<file path="src/rtl/tone_pkg.sv">
// Shared constants and state encoding for the tone shaper.
// Holds the divider width, the rest/terminal divider value and the FSM state type.
// Imported by tone_shaper and half_period_cnt.
package tone_pkg;

  localparam int TN_W = 11;
  localparam logic [TN_W-1:0] TN_REST = '1;  // preload meaning "no tone"
  localparam logic [TN_W-1:0] TN_MAX  = '1;  // half-period counter terminal value

  typedef enum logic [1:0] {
    ST_IDLE = 2'd0,
    ST_GAP  = 2'd1,
    ST_TONE = 2'd2,
    ST_REST = 2'd3
  } state_e;

endpackage

</file>
<file path="src/rtl/half_period_cnt.sv">
// Loadable up-counter with a terminal flag; times one half-period of the tone.
// Ports: clk/rst, clr (to 0), load (with load_val), inc (count up), term (count at all-ones).
// Priority rst > clr > load > inc; the count never wraps because inc is ignored at terminal.
module half_period_cnt import tone_pkg::*; #(
  parameter int W = tone_pkg::TN_W
) (
  input  logic         clk,
  input  logic         rst,
  input  logic         clr,
  input  logic         load,
  input  logic [W-1:0] load_val,
  input  logic         inc,
  output logic         term
);

  localparam logic [W-1:0] CNT_MAX = '1;

  logic [W-1:0] cnt_q;
  logic [W-1:0] cnt_d;

  always_comb begin
    cnt_d = cnt_q;
    if (clr) begin
      cnt_d = '0;
    end else if (load) begin
      cnt_d = load_val;
    end else if (inc && (cnt_q != CNT_MAX)) begin
      cnt_d = cnt_q + 1'b1;
    end
  end

  always_ff @(posedge clk) begin
    if (rst) cnt_q <= '0;
    else     cnt_q <= cnt_d;
  end

  assign term = (cnt_q == CNT_MAX);

endmodule

</file>
<file path="src/rtl/tone_shaper.sv">
// Beat-driven square-wave tone generator: silent gap after every beat, then a
// 50%-duty tone with half-period (2^TN_W - tn_q) cycles, or silence for a rest.
// Ports: clk, rst (sync, high), tn/beat/en in; spk, active, state_o out (all registered).
module tone_shaper import tone_pkg::*; #(
  parameter int TN_W       = tone_pkg::TN_W,
  parameter int GAP_CYCLES = 8000
) (
  input  logic            clk,
  input  logic            rst,
  input  logic [TN_W-1:0] tn,
  input  logic            beat,
  input  logic            en,
  output logic            spk,
  output logic            active,
  output logic [1:0]      state_o
);

  localparam int              GAP_W    = 16;
  localparam logic [GAP_W-1:0] GAP_LOAD = GAP_W'(GAP_CYCLES - 1);
  localparam logic [TN_W-1:0]  TN_ALL1  = '1;

  state_e            state_q, state_d;
  logic              spk_q, spk_d;
  logic              active_q, active_d;
  logic [TN_W-1:0]   tn_q, tn_d;
  logic [GAP_W-1:0]  gap_q, gap_d;

  logic              hp_clr, hp_load, hp_inc, hp_term;

  half_period_cnt #(.W(TN_W)) u_hp_cnt (
    .clk      (clk),
    .rst      (rst),
    .clr      (hp_clr),
    .load     (hp_load),
    .load_val (tn_q),
    .inc      (hp_inc),
    .term     (hp_term)
  );

  always_comb begin
    state_d = state_q;
    spk_d   = spk_q;
    tn_d    = tn_q;
    gap_d   = gap_q;
    hp_clr  = 1'b0;
    hp_load = 1'b0;
    hp_inc  = 1'b0;

    // Mute wins over a simultaneous beat.
    if (!en) begin
      state_d = ST_IDLE;
      spk_d   = 1'b0;
      gap_d   = '0;
      hp_clr  = 1'b1;
    end else if (beat) begin
      // A beat in any state restarts articulation; spk drops at once so no
      // partial half-period of the old note survives.
      state_d = ST_GAP;
      gap_d   = GAP_LOAD;
      spk_d   = 1'b0;
      tn_d    = tn;
      hp_clr  = 1'b1;
    end else begin
      case (state_q)
        ST_GAP: begin
          spk_d = 1'b0;
          if (gap_q == '0) begin
            if (tn_q == TN_ALL1) begin
              state_d = ST_REST;
            end else begin
              state_d = ST_TONE;
              hp_load = 1'b1;
            end
          end else begin
            gap_d = gap_q - 1'b1;
          end
        end
        ST_TONE: begin
          // Reload and toggle in the same cycle the count hits terminal, so a
          // half-period spans tn_q..all-ones inclusive.
          if (hp_term) begin
            hp_load = 1'b1;
            spk_d   = ~spk_q;
          end else begin
            hp_inc = 1'b1;
          end
        end
        ST_REST: spk_d = 1'b0;
        default: ;  // IDLE waits for a beat
      endcase
    end

    active_d = (state_d == ST_TONE);
  end

  always_ff @(posedge clk) begin
    if (rst) begin
      state_q  <= ST_IDLE;
      spk_q    <= 1'b0;
      active_q <= 1'b0;
      tn_q     <= TN_ALL1;
      gap_q    <= '0;
    end else begin
      state_q  <= state_d;
      spk_q    <= spk_d;
      active_q <= active_d;
      tn_q     <= tn_d;
      gap_q    <= gap_d;
    end
  end

  assign spk     = spk_q;
  assign active  = active_q;
  assign state_o = state_q;

endmodule

</file>
<file path="config.mk">
export PLATFORM = sky130hd
export DESIGN_NAME = tone_shaper
export DESIGN_NICKNAME = d
export VERILOG_FILES = /design/src/rtl/tone_pkg.sv /design/src/rtl/half_period_cnt.sv /design/src/rtl/tone_shaper.sv
export SDC_FILE = /design/constraint.sdc
export NUM_CORES = 1
export LEC_CHECK = 0
export CORE_ASPECT_RATIO = 2
export CORE_MARGIN = 5
export CORE_UTILIZATION = 60
export CTS_BUF_LIST = sky130_fd_sc_hd__clkbuf_4 sky130_fd_sc_hd__clkbuf_8 sky130_fd_sc_hd__clkbuf_16
export CTS_CLUSTER_SIZE = 24
export DETAILED_ROUTE_END_ITERATION = 8
export GPL_TIMING_DRIVEN = 0
export PLACE_DENSITY = 0.89
export SLEW_MARGIN = 30
export SYNTH_ARGS = -nofsm -noshare
export SYNTH_HDL_FRONTEND = slang
export SYNTH_SLANG_ARGS = --single-unit
export TNS_END_PERCENT = 1
</file>
<file path="constraint.sdc">
create_clock -name clk -period 7.35 [get_ports clk]
set_input_delay 1.47 -clock clk [delete_from_list [all_inputs] [get_ports clk]]
set_output_delay 1.47 -clock clk [all_outputs]
set_load 0.05 [all_outputs]
</file>
==> results by group, run 1 <==
Synth
  • Mapped Area: 2196 µm²
  • Mapped Avg Cell Area: 8.854 µm²
  • YS warnings: 0
  • Yosys cell types: 50
  • Post-synth EDFFs: 0
  • Synthesized flop and latch total: 42
  • Async SR Flop Fraction: 0%
  • Sequential-to-total area share from yosys stat: 38.29%
  • Mapped Nets: 269
  • Post-synth top area share: 38.29%
  • Syn Inst Count: 248
  • Top_reg_cell synth: dfxtp_1
  • Post-synth top area cell: dfxtp_1
  • Leading cell type by number of instances after synthesis: dfxtp_1
  • Top cells by area in the synthesized netlist: dfxtp_1, a211o_1, xnor2_1, a211oi_1, a21oi_1
  • Commonest cells in the netlist: dfxtp_1, nand2_1, a21oi_1, nor2_1

Route
  • ANT nets after route: 0
  • Vias per cell: 6.285
  • Remaining DRCs: 0
  • Vias: 2030
  • DR iter-0 viols: 62
  • DRT Pass-1 Iters: 5
  • Routed wire length: 5267 µm
  • Avg WL per Cell: 16.31 µm

Finish
  • Fin nets: 294
  • Fraction of layout cells with a size suffix above 1: 6.934%
  • Antenna cells: 0
  • Finished Cell Area: 2551 µm²
  • Synth-to-layout area growth: 16.18%
  • Fillers: 288

Clock network
  • Clk_lat worst skew: 0.30 ns
  • Num CTS Buffers: 5
  • Worst-path clk slew: 0.08 ns
  • Clock sink count: 42
  • Setup Buffers After CTS: 0
  • Hold buffers post-CTS: 0
  • # H-tree levels: 2
  • Bufs on Longest Clock Path: 2
  • Post-cts repair resize count: 0
  • TritonCTS clock tree: built
  • Clock Tree Root: clkbuf_8

Worst setup path
  • R2r worst-path depth: 5
  • Required @ worst endpoint: 7.57 ns
  • Worst setup SP type: input pin
  • Critical Path Fanout Max: 7
  • Crit path arrival time: 3.27 ns
  • Critical path endpoint category: register
  • Critical path class: in -> reg

Floorplanning
  • Row count: 31
  • Die Wd: 52.78 µm
  • Core Region: 3568 µm²
  • Die Ht: 95.56 µm
  • Initial core utilization: 61.54%
  • DIE AREA: 5043 µm²
  • Top-Level Pins: 19

Power
  • Power per standard cell area: 194.2 nW/µm²
  • Leak Pwr: 0.8852 nW
  • Peak supply drop: 0.1405 mV

Global routing
  • Global route overflow: 0
  • Tot GR Track Use: 22.96%
  • First-pass GRT wire length: 8694 µm
  • Largest net degree at the start of global routing: 13
  • Number of global-route vias before repair: 1945
  • Antenna violations before repair: 0

STA
  • Setup TNS: 0 ns
  • Final setup vio count: 0
  • RSZ-0062 raised after global routing: false
  • Measured slew at the worst slew-check pin: 0.6964 ns
  • Final Hold Viols: 0
  • FMAX: 327.4 MHz
  • Clock skew: 0.007609 ns
  • Worst rel slew slack: 53.18%
  • Slew Viols, Final: 0
  • Tcrit/Tclk final: 41.56%
  • Min Tclk post-route: 3.054 ns

Placement
  • Dpl cell area: 2437 µm²
  • IO buf count: 18
  • Final GP Congestion: 0.9204
  • Final HPWL DP: 3939 µm

Hold path
  • Worst Hold Depth: 2
  • Hold Path Class: reg -> reg

Flow run
  • Max-cap viol count: 0

Status
  • Run status: finished, final reports clean
-- registers in the layout, indices dropped and copies added, names as in the netlist --
register and flops:
active 1, gap_q 16, spk 1, state_o 2
tn_q 11, u_hp_cnt.cnt_q 11
-- critical path, cell delays in order --
cell and delay (ns):
clkdlybuf4s50_1 0.58, nand3b_1 0.23, or2_2 0.39, nor3b_1 0.27, xnor2_1 0.10, a211oi_1 0.22
-- per-layer routing --
layer,part of all wire (%),up-vias,track usage (%)
li1,-,986,-
met1,37,985,21.70
met2,57,43,44.61
met3,2.6,16,3.443
met4,3.7,0,11.94
met5,0,-,0
-- placed cells by master, fill, tap and decap left out, types with 2 or more instances in the layout --
cell type and n:
clkbuf_4 2, nor3b_1 2, clkbuf_8 5, nor2b_1 3, inv_1 7, o21a_1 4, and3_1 11, a21oi_1 15
nand2b_1 2, clkdlybuf4s50_1 18, o31ai_1 2, a211o_1 11, a211oi_1 10, buf_1 2, a31o_2 2, dfxtp_1 42
o21ai_0 4, nand3b_1 2, nor3_1 10, o211ai_1 4, xnor2_1 9, nor2_1 12, mux2i_1 6, nand3_1 7
nand4_1 5, clkbuf_1 11, o21ai_1 2, o311a_1 2, a31oi_1 3, ha_1 6, xor2_1 4, or4_1 6
or3_1 6, nand2_1 17
-- path summary, 6_finish.rpt --
kind,slack (ns),from,to
hold reg to reg,0.49,gap_q[6],gap_q[6]
hold / removal,0.49,gap_q[6],gap_q[6]
setup / recovery,4.30,en,u_hp_cnt.cnt_q[3]
setup reg to reg,4.71,gap_q[3],u_hp_cnt.cnt_q[10]
-- through the flow --
step | std cells | power [mW] | worst slack [ns] | hold slack, ns | utilization, %
6_report | 323 | 0.4954 | 4.296 | 0.4872 | 71.49
5_1_grt | 323 | 0.5137 | 4.144 | 0.5182 | 71.49
4_1_cts | 323 | 0.4945 | 4.301 | 0.4886 | 71.49
3_5_place_dp | 315 | 0.3107 | 3.992 | 0.4778 | 68.30
3_3_place_gp | 315 | 0.3094 | 4.043 | 0.4596 | 68.30
2_1_floorplan | 248 | 0.2891 | 4.735 | 0.4456 | -
-- cells by family (layout without fill, tap and decap cells) --
group                    after synthesis  after routing  share of synthesized area, %
multiplexers                           6              6                         2.735
XOR/XNOR                              13             13                         5.185
adder cells (fa/ha/maj)                6              6                         3.419
flip-flops                            42             42                         38.29
AND/OR/NAND/NOR                       93             93                         24.84
AO/OA/AOI/OAI                         67             67                         21.88
buffers and inverters                 21             47                         3.647
-- cell type report --
cell class                 instances  area (µm²)  share of cell area [%]
tap                               49       61.31                   2.403
clock buffer                       7       83.83                   3.286
inverter                           7       26.28                   1.030
multi-input combinational        185        1275                   49.98
buffer                            14       53.80                   2.109
clock inverter                     1       30.03                   1.177
timing repair buffer              18       180.2                   7.062
sequential                        42       840.8                   32.96
-- report_power, final --
| group | internal [mW] | total, mW | switching (mW) |
|---|---|---|---|
| Clock | 0.109 | 0.189 | 0.0799 |
| Combinational | 0.0275 | 0.0622 | 0.0347 |
| Sequential | 0.235 | 0.244 | 0.00896 |
No activity file was read; power rests on OpenSTA's default activity.
==> inputs of run 2 (changes only) <==
--- a/config.mk
+++ b/config.mk
@@ -7,12 +7,12 @@
 export LEC_CHECK = 0
 export CORE_ASPECT_RATIO = 2
 export CORE_MARGIN = 5
-export CORE_UTILIZATION = 60
+export CORE_UTILIZATION = 51
 export CTS_BUF_LIST = sky130_fd_sc_hd__clkbuf_4 sky130_fd_sc_hd__clkbuf_8 sky130_fd_sc_hd__clkbuf_16
 export CTS_CLUSTER_SIZE = 24
 export DETAILED_ROUTE_END_ITERATION = 8
 export GPL_TIMING_DRIVEN = 0
-export PLACE_DENSITY = 0.89
+export PLACE_DENSITY = 0.82
 export SLEW_MARGIN = 30
 export SYNTH_ARGS = -nofsm -noshare
 export SYNTH_HDL_FRONTEND = slang
==> constraint.sdc (replaced) <==
create_clock -name clk -period 2.6 [get_ports clk]
set_input_delay 0.52 -clock clk [delete_from_list [all_inputs] [get_ports clk]]
set_output_delay 0.52 -clock clk [all_outputs]
set_load 0.05 [all_outputs]
==> run 2 against run 1 <==
Flip-flop and latch count unchanged. Via count shrank 0.94%. Clock skew rose by 0.0013 ns. Highest routed layer unchanged.
==> results by group, run 2 (synthesized netlist as in run 1, its figures left out) <==
Finish
  • Commonest non-fill, non-tap cell in the layout: dfxtp_1
  • Fin nets: 294 (unchanged)
  • Fillers: 381 (+32%)
  • Antenna cells: 0 (unchanged)
  • Final instance count without filler cells: 326 (+0.93%)
  • Fraction of layout cells with a size suffix above 1: 6.934% (unchanged)
  • Max FFs per register: 16 (unchanged)
  • Largest regs: gap_q x16, tn_q x11, u_hp_cnt.cnt_q x11
  • Synth-to-layout area growth: 17.09%
  • Most frequent cells in the layout: dfxtp_1, clkdlybuf4s50_1, nand2_1
  • Most flop-heavy register: gap_q

STA
  • Final Hold Viols: 0 (unchanged)
  • Clock skew: 0.008919 ns (+0.001310 ns)
  • Slew Viols, Final: 0 (unchanged)
  • Min Tclk post-route: 2.450 ns
  • FMAX: 408.2 MHz
  • Worst rel slew slack: 59.09% (+5.9 points)
  • Measured slew at the worst slew-check pin: 0.6090 ns (-0.08745 ns)
  • Hold Slack: 0.4905 ns (+0.003355 ns)
  • Tcrit/Tclk final: 94.23%
  • PnR worst setup slack: 0.1499 ns (-4.146 ns)
  • RSZ-0062 raised after global routing: false
  • Final setup vio count: 0 (unchanged)

Route
  • Vias per cell: 6.169 (-1.8%)
  • DR iter-0 viols: 50 (-19%)
  • DRT Pass-1 Iters: 5 (unchanged)
  • Routed wire length: 5444 µm (+3.4%)
  • Avg WL per Cell: 16.70 µm (+2.4%)
  • Vias: 2011 (-0.94%)
  • ANT nets after route: 0 (unchanged)
  • Remaining DRCs: 0 (unchanged)

Worst setup path
  • Critical path endpoint category: register
  • Critical Path Fanout Max: 5 (-2)
  • R2r worst-path depth: 5 (unchanged)
  • Required @ worst endpoint: 2.76 ns (-4.81 ns)
  • Worst setup SP type: register
  • Crit path arrival time: 2.61 ns (-0.66 ns)
  • Critical path class: reg -> reg

Global routing
  • Tot GR Track Use: 20.05% (-2.9 points)
  • Antenna violations before repair: 0 (unchanged)
  • First-pass GRT wire length: 9080 µm (+4.4%)
  • Number of global-route vias before repair: 1982 (+1.9%)
  • Largest net degree at the start of global routing: 13 (unchanged)
  • Global route overflow: 0 (unchanged)

Clock network
  • Clock sink count: 42 (unchanged)
  • Clock Tree Root: clkbuf_8
  • # H-tree levels: 2 (unchanged)
  • Num CTS Buffers: 5 (unchanged)
  • Worst-path clk slew: 0.08 ns (about the same)
  • Clk_lat worst skew: 0.29 ns (about the same)
  • Bufs on Longest Clock Path: 2 (unchanged)
  • TritonCTS clock tree: built

Floorplanning
  • DIE AREA: 5798 µm² (+15%)
  • Core Region: 4129 µm² (+16%)
  • Die Wd: 56.40 µm (+6.9%)
  • Initial core utilization: 53.18% (-8.4 points)
  • Die Ht: 102.8 µm (+7.6%)
  • Top-Level Pins: 19 (unchanged)
  • Row count: 33 (+6.5%)

Flow run
  • Max-cap viol count: 0 (unchanged)

Status
  • Run status: finished, final reports clean

Power
  • Peak supply drop: 0.6015 mV (+330%)
  • Leak Pwr: 0.8883 nW (+0.35%)
  • Power per standard cell area: 546.1 nW/µm² (+180%)

Placement
  • Final GP Congestion: 0.8750 (-4.9%)
  • Pre-CTS setup slack: -0.02533 ns (-4.018 ns)
  • Dpl cells: 318 (+0.95%)
  • Final HPWL DP: 4129 µm (+4.8%)
  • IO buf count: 18 (unchanged)

Hold path
  • Hold Path Class: reg -> reg
  • Worst Hold Depth: 2 (unchanged)
## run 2: where the power goes
| part | switching (mW) | internal (mW) | total (mW) |
|---|---|---|---|
| registers | 0.0262 | 0.665 | 0.691 |
| logic | 0.101 | 0.0790 | 0.180 |
| clock network | 0.224 | 0.309 | 0.533 |
## run 2: worst paths after layout
kind         startpoint  endpoint  slack (ns)
max           gap_q[10]  gap_q[3]        0.15
min            gap_q[6]  gap_q[6]        0.49
max reg2reg   gap_q[10]  gap_q[3]        0.15
min reg2reg    gap_q[6]  gap_q[6]        0.49
## run 2: timing repair
item | 4_1_cts | 5_1_grt
pin swaps | 0 | 2
setup buffers | 0 | 0
hold buffers | 0 | 0
endpoints found under the setup margin | 5 | 6
gates resized for setup | 1 | 1
endpoints found under the hold margin | 0 | 0
## run 2: layer usage
layer / track usage [%] / wire (µm) / vias up
met3: 3.509 / 132 / 12
met1: 18.14 / 1948 / 966
met4: 7.495 / 133 / 0
met5: 0 / 0 / -
li1: - / - / 988
met2: 42.38 / 3229 / 45
## run 2: per-stage QoR
| stage | area, µm² | total power, mW | TNS, ns | util (%) |
|---|---|---|---|---|
| floorplan | 2196 | 0.8171 | 0 | - |
| global placement | 2441 | 0.8765 | -0.03818 | 59.12 |
| detailed placement | 2441 | 0.8810 | -0.07369 | 59.12 |
| CTS | 2564 | 1.407 | 0 | 62.09 |
| global route | 2571 | 1.454 | 0 | 62.27 |
| finish | 2571 | 1.404 | 0 | 62.27 |
## run 2: worst max-delay path, stage by stage, from the launching register on
cell,delay [ns]
dfxtp_1,0.36
or4_1,0.63
or4_1,0.62
o211ai_1,0.44
xor2_1,0.18
a21oi_1,0.08
## run 2: layout make-up
type | instances | area [µm²] | share of cell area [%]
Buffer | 14 | 53.80 | 2.092
Clock buffer | 7 | 83.83 | 3.260
Clock inverter | 1 | 30.03 | 1.168
Inverter | 7 | 26.28 | 1.022
Multi-Input combinational cell | 185 | 1291 | 50.22
Sequential cell | 42 | 840.8 | 32.70
Tap cell | 52 | 65.06 | 2.530
Timing Repair Buffer | 18 | 180.2 | 7.007
==> inputs of run 3 (changes only) <==
--- a/config.mk
+++ b/config.mk
@@ -7,12 +7,12 @@
 export LEC_CHECK = 0
 export CORE_ASPECT_RATIO = 2
 export CORE_MARGIN = 5
-export CORE_UTILIZATION = 51
+export CORE_UTILIZATION = 57
 export CTS_BUF_LIST = sky130_fd_sc_hd__clkbuf_4 sky130_fd_sc_hd__clkbuf_8 sky130_fd_sc_hd__clkbuf_16
 export CTS_CLUSTER_SIZE = 24
 export DETAILED_ROUTE_END_ITERATION = 8
 export GPL_TIMING_DRIVEN = 0
-export PLACE_DENSITY = 0.82
+export PLACE_DENSITY = 0.86
 export SLEW_MARGIN = 30
 export SYNTH_ARGS = -nofsm -noshare
 export SYNTH_HDL_FRONTEND = slang
==> constraint.sdc (replaced) <==
create_clock -name clk -period 2.41 [get_ports clk]
set_input_delay 0.482 -clock clk [delete_from_list [all_inputs] [get_ports clk]]
set_output_delay 0.482 -clock clk [all_outputs]
set_load 0.05 [all_outputs]
==> run 3 against run 2 <==
Critical path depth increased by 1. Non-clock buffer count grew 5. Die area fell by 9.1%. Count of clock-buffer cells in the layout is 1 lower. Largest cell class unchanged.
==> results by group, run 3 (synthesized netlist as in run 1, its figures left out) <==
Placement
  • IO buf count: 18 (unchanged)
  • Dpl cells: 317 (-0.31%)
  • Dpl cell area: 2440 µm² (about the same)
  • Final HPWL DP: 3895 µm (-5.6%)
  • Final GP Congestion: 0.9169 (+4.8%)

Worst setup path
  • Worst-path cell chain: or4_4 > or4_1 > buf_6 > or3_1 > or3_1 > a21oi_1
  • Worst setup SP type: register
  • CP delay by family, top: simple AND/OR/NAND/NOR gates
  • Critical path endpoint category: register
  • R2R Path End: gap_q[15]
  • Worst r2r src: gap_q[4]
  • Crit-path max cell delay: 0.54 ns (-0.09 ns)
  • Slowest-stage cell, CP: or4_4
  • CP Depth: 6 (+1)
  • Crit path arrival time: 2.57 ns (-0.04 ns)
  • R2R Setup Slk: 0.06 ns (-0.09 ns)
  • Critical path class: reg -> reg
  • Most common cell on crit path: or3_1
  • WP buf/inv: 1 (+1)
  • R2r worst-path depth: 6 (+1)
  • Required @ worst endpoint: 2.63 ns (-0.13 ns)
  • Critical Path Fanout Max: 10 (+5)

Power
  • Power per standard cell area: 580.7 nW/µm² (+6.3%)
  • Combinational power share: 14.3% (+1.5 points)
  • Power Internal: 1.152 mW (+9.5%)
  • Leak Pwr: 0.9180 nW (+3.3%)
  • Flop pwr share: 48.8% (-0.4 points)
  • Sw power: 0.3756 mW (+6.9%)
  • Pwr Total: 1.528 mW (+8.8%)
  • Peak supply drop: 0.4685 mV (-22%)
  • Switch share: 24.58% (-0.45 points)
  • Clock power frac: 36.9% (-1.1 points)

Finish
  • Antenna cells: 0 (unchanged)
  • Largest regs: gap_q x16, tn_q x11, u_hp_cnt.cnt_q x11
  • Finished Cell Area: 2631 µm² (+2.3%)
  • FF+latch area: 843.3 µm² (+0.30%)
  • Fraction of layout cells with a size suffix above 1: 9.712% (+2.8 points)
  • Final instance count without filler cells: 329 (+0.92%)
  • Multi-input logic area: 1308 µm² (+1.3%)
  • Fin nets: 299 (+1.7%)
  • Max FFs per register: 16 (unchanged)
  • Most flop-heavy register: gap_q
  • Fillers: 319 (-16%)
  • Synth-to-layout area growth: 19.83%
  • Most frequent cells in the layout: dfxtp_1, clkdlybuf4s50_1, nand2_1
  • Commonest non-fill, non-tap cell in the layout: dfxtp_1

Floorplanning
  • Die Wd: 53.89 µm (-4.5%)
  • Top-Level Pins: 19 (unchanged)
  • Core Region: 3804 µm² (-7.9%)
  • Initial core utilization: 57.73% (+4.5 points)
  • Row count: 32 (-3.0%)
  • DIE AREA: 5269 µm² (-9.1%)
  • Die Ht: 97.78 µm (-4.9%)

Route
  • Avg WL per Cell: 15.98 µm (-4.3%)
  • Routed wire length: 5259 µm (-3.4%)
  • Vias: 2036 (+1.2%)
  • ANT nets after route: 0 (unchanged)
  • DRT Pass-1 Iters: 4 (-1)
  • DR iter-0 viols: 68 (+36%)
  • Met3 wire length: 168 µm (+27%)
  • Vias per cell: 6.188 (+0.32%)
  • Top Layer Used: met4
  • Met1 wire length: 1928 µm (-1.0%)
  • Met2 Wirelength: 2928 µm (-9.3%)
  • Remaining DRCs: 0 (unchanged)

Global routing
  • First-pass GRT wire length: 8714 µm (-4.0%)
  • Antenna violations before repair: 0 (unchanged)
  • Largest net degree at the start of global routing: 13 (unchanged)
  • Tot GR Track Use: 21.99% (+1.9 points)
  • Global route overflow: 0 (unchanged)
  • Number of global-route vias before repair: 1860 (-6.2%)

Clock network
  • Worst-path clk slew: 0.08 ns (about the same)
  • Clock Tree Root: clkbuf_8
  • Hold buffers post-CTS: 0 (unchanged)
  • # H-tree levels: 2 (unchanged)
  • Clk_lat worst skew: 0.29 ns (about the same)
  • Clock sink count: 42 (unchanged)
  • TritonCTS clock tree: built
  • Bufs on Longest Clock Path: 2 (unchanged)
  • Num CTS Buffers: 5 (unchanged)

Hold path
  • Worst Hold Depth: 2 (unchanged)
  • Hold Path Class: reg -> reg
  • Sink of the worst hold path: gap_q[6]
  • Worst hold start: gap_q[6]

STA
  • Min Tclk post-route: 2.352 ns (-0.09789 ns)
  • Hold Slack: 0.4810 ns (-0.009547 ns)
  • FMAX: 425.1 MHz (+4.2%)
  • Final setup vio count: 0 (unchanged)
  • Slew Viols, Final: 0 (unchanged)
  • Final Hold Viols: 0 (unchanged)
  • Worst rel slew slack: 64.86% (+5.8 points)
  • RSZ-0062 raised after global routing: true
  • Clock skew: 0.006336 ns (-0.002583 ns)
  • Measured slew at the worst slew-check pin: 0.5231 ns (-0.08588 ns)
  • Tcrit/Tclk final: 97.60% (+3.4 points)

Status
  • Run status: finished, final reports clean

Flow run
  • Max-cap viol count: 0 (unchanged)
run 3: cell count changes in the layout (fill, tap and decap cells not counted), sizes merged:
cell    change
clkbuf      -1
buf         +5
run 3: through the flow:
step / setup slack, ns / setup TNS (ns) / utilization (%)
after floorplan: 0.1107 / 0 / -
after global placement: -0.08076 / -0.4387 / 64.14
after detailed placement: -0.1075 / -0.6570 / 64.14
after CTS: -0.009101 / -0.009101 / 67.60
after global routing: -0.03656 / -0.03656 / 69.18
final: 0.05783 / 0 / 69.18
run 3: routing by layer:
metal / global-route usage, % / up-vias
li1: - / 994
met1: 23.22 / 969
met2: 39.44 / 55
met3: 3.206 / 18
met4: 10.83 / 0
met5: 0 / -
run 3: timing repair:
item | 4_1_cts | 5_1_grt
setup endpoints to repair | 10 | 18
cloned | 0 | 0
gates resized for setup | 3 | 6
setup buffers | 1 | 4
pin swaps | 3 | 3
run 3: power groups by stage:
| stage | logic (mW) | clock network (mW) | registers, mW |
|---|---|---|---|
| 6_report | 0.219 | 0.563 | 0.746 |
| 5_1_grt | 0.239 | 0.605 | 0.748 |
| 4_1_cts | 0.192 | 0.577 | 0.744 |
| 3_5_place_dp | 0.188 | 0 | 0.760 |
| 3_3_place_gp | 0.184 | 0 | 0.760 |
| 2_1_floorplan | 0.127 | 0 | 0.754 |
run 3: worst reg2reg max path, stage by stage (launching register included):
cell and delay [ns]:
dfxtp_2 0.35, or4_4 0.54, or4_1 0.43, buf_6 0.17
or3_1 0.37, or3_1 0.31, a21oi_1 0.12
run 3: area by class of cell:
cell class | count | area share [%]
Clock buffer | 6 | 3.138
Multi-Input combinational cell | 185 | 49.69
Timing Repair Buffer | 23 | 8.274
Tap cell | 51 | 2.425
Sequential cell | 42 | 32.05
Clock inverter | 1 | 1.141
Inverter | 7 | 0.9986
Buffer | 14 | 2.282
run 3: worst max path at each step:
stage               startpoint           endpoint
finish                gap_q[4]          gap_q[15]
global route          gap_q[4]          gap_q[15]
CTS                  gap_q[10]           gap_q[6]
detailed placement    gap_q[3]  u_hp_cnt.cnt_q[2]
global placement      gap_q[3]  u_hp_cnt.cnt_q[0]
floorplan             gap_q[3]          gap_q[15]
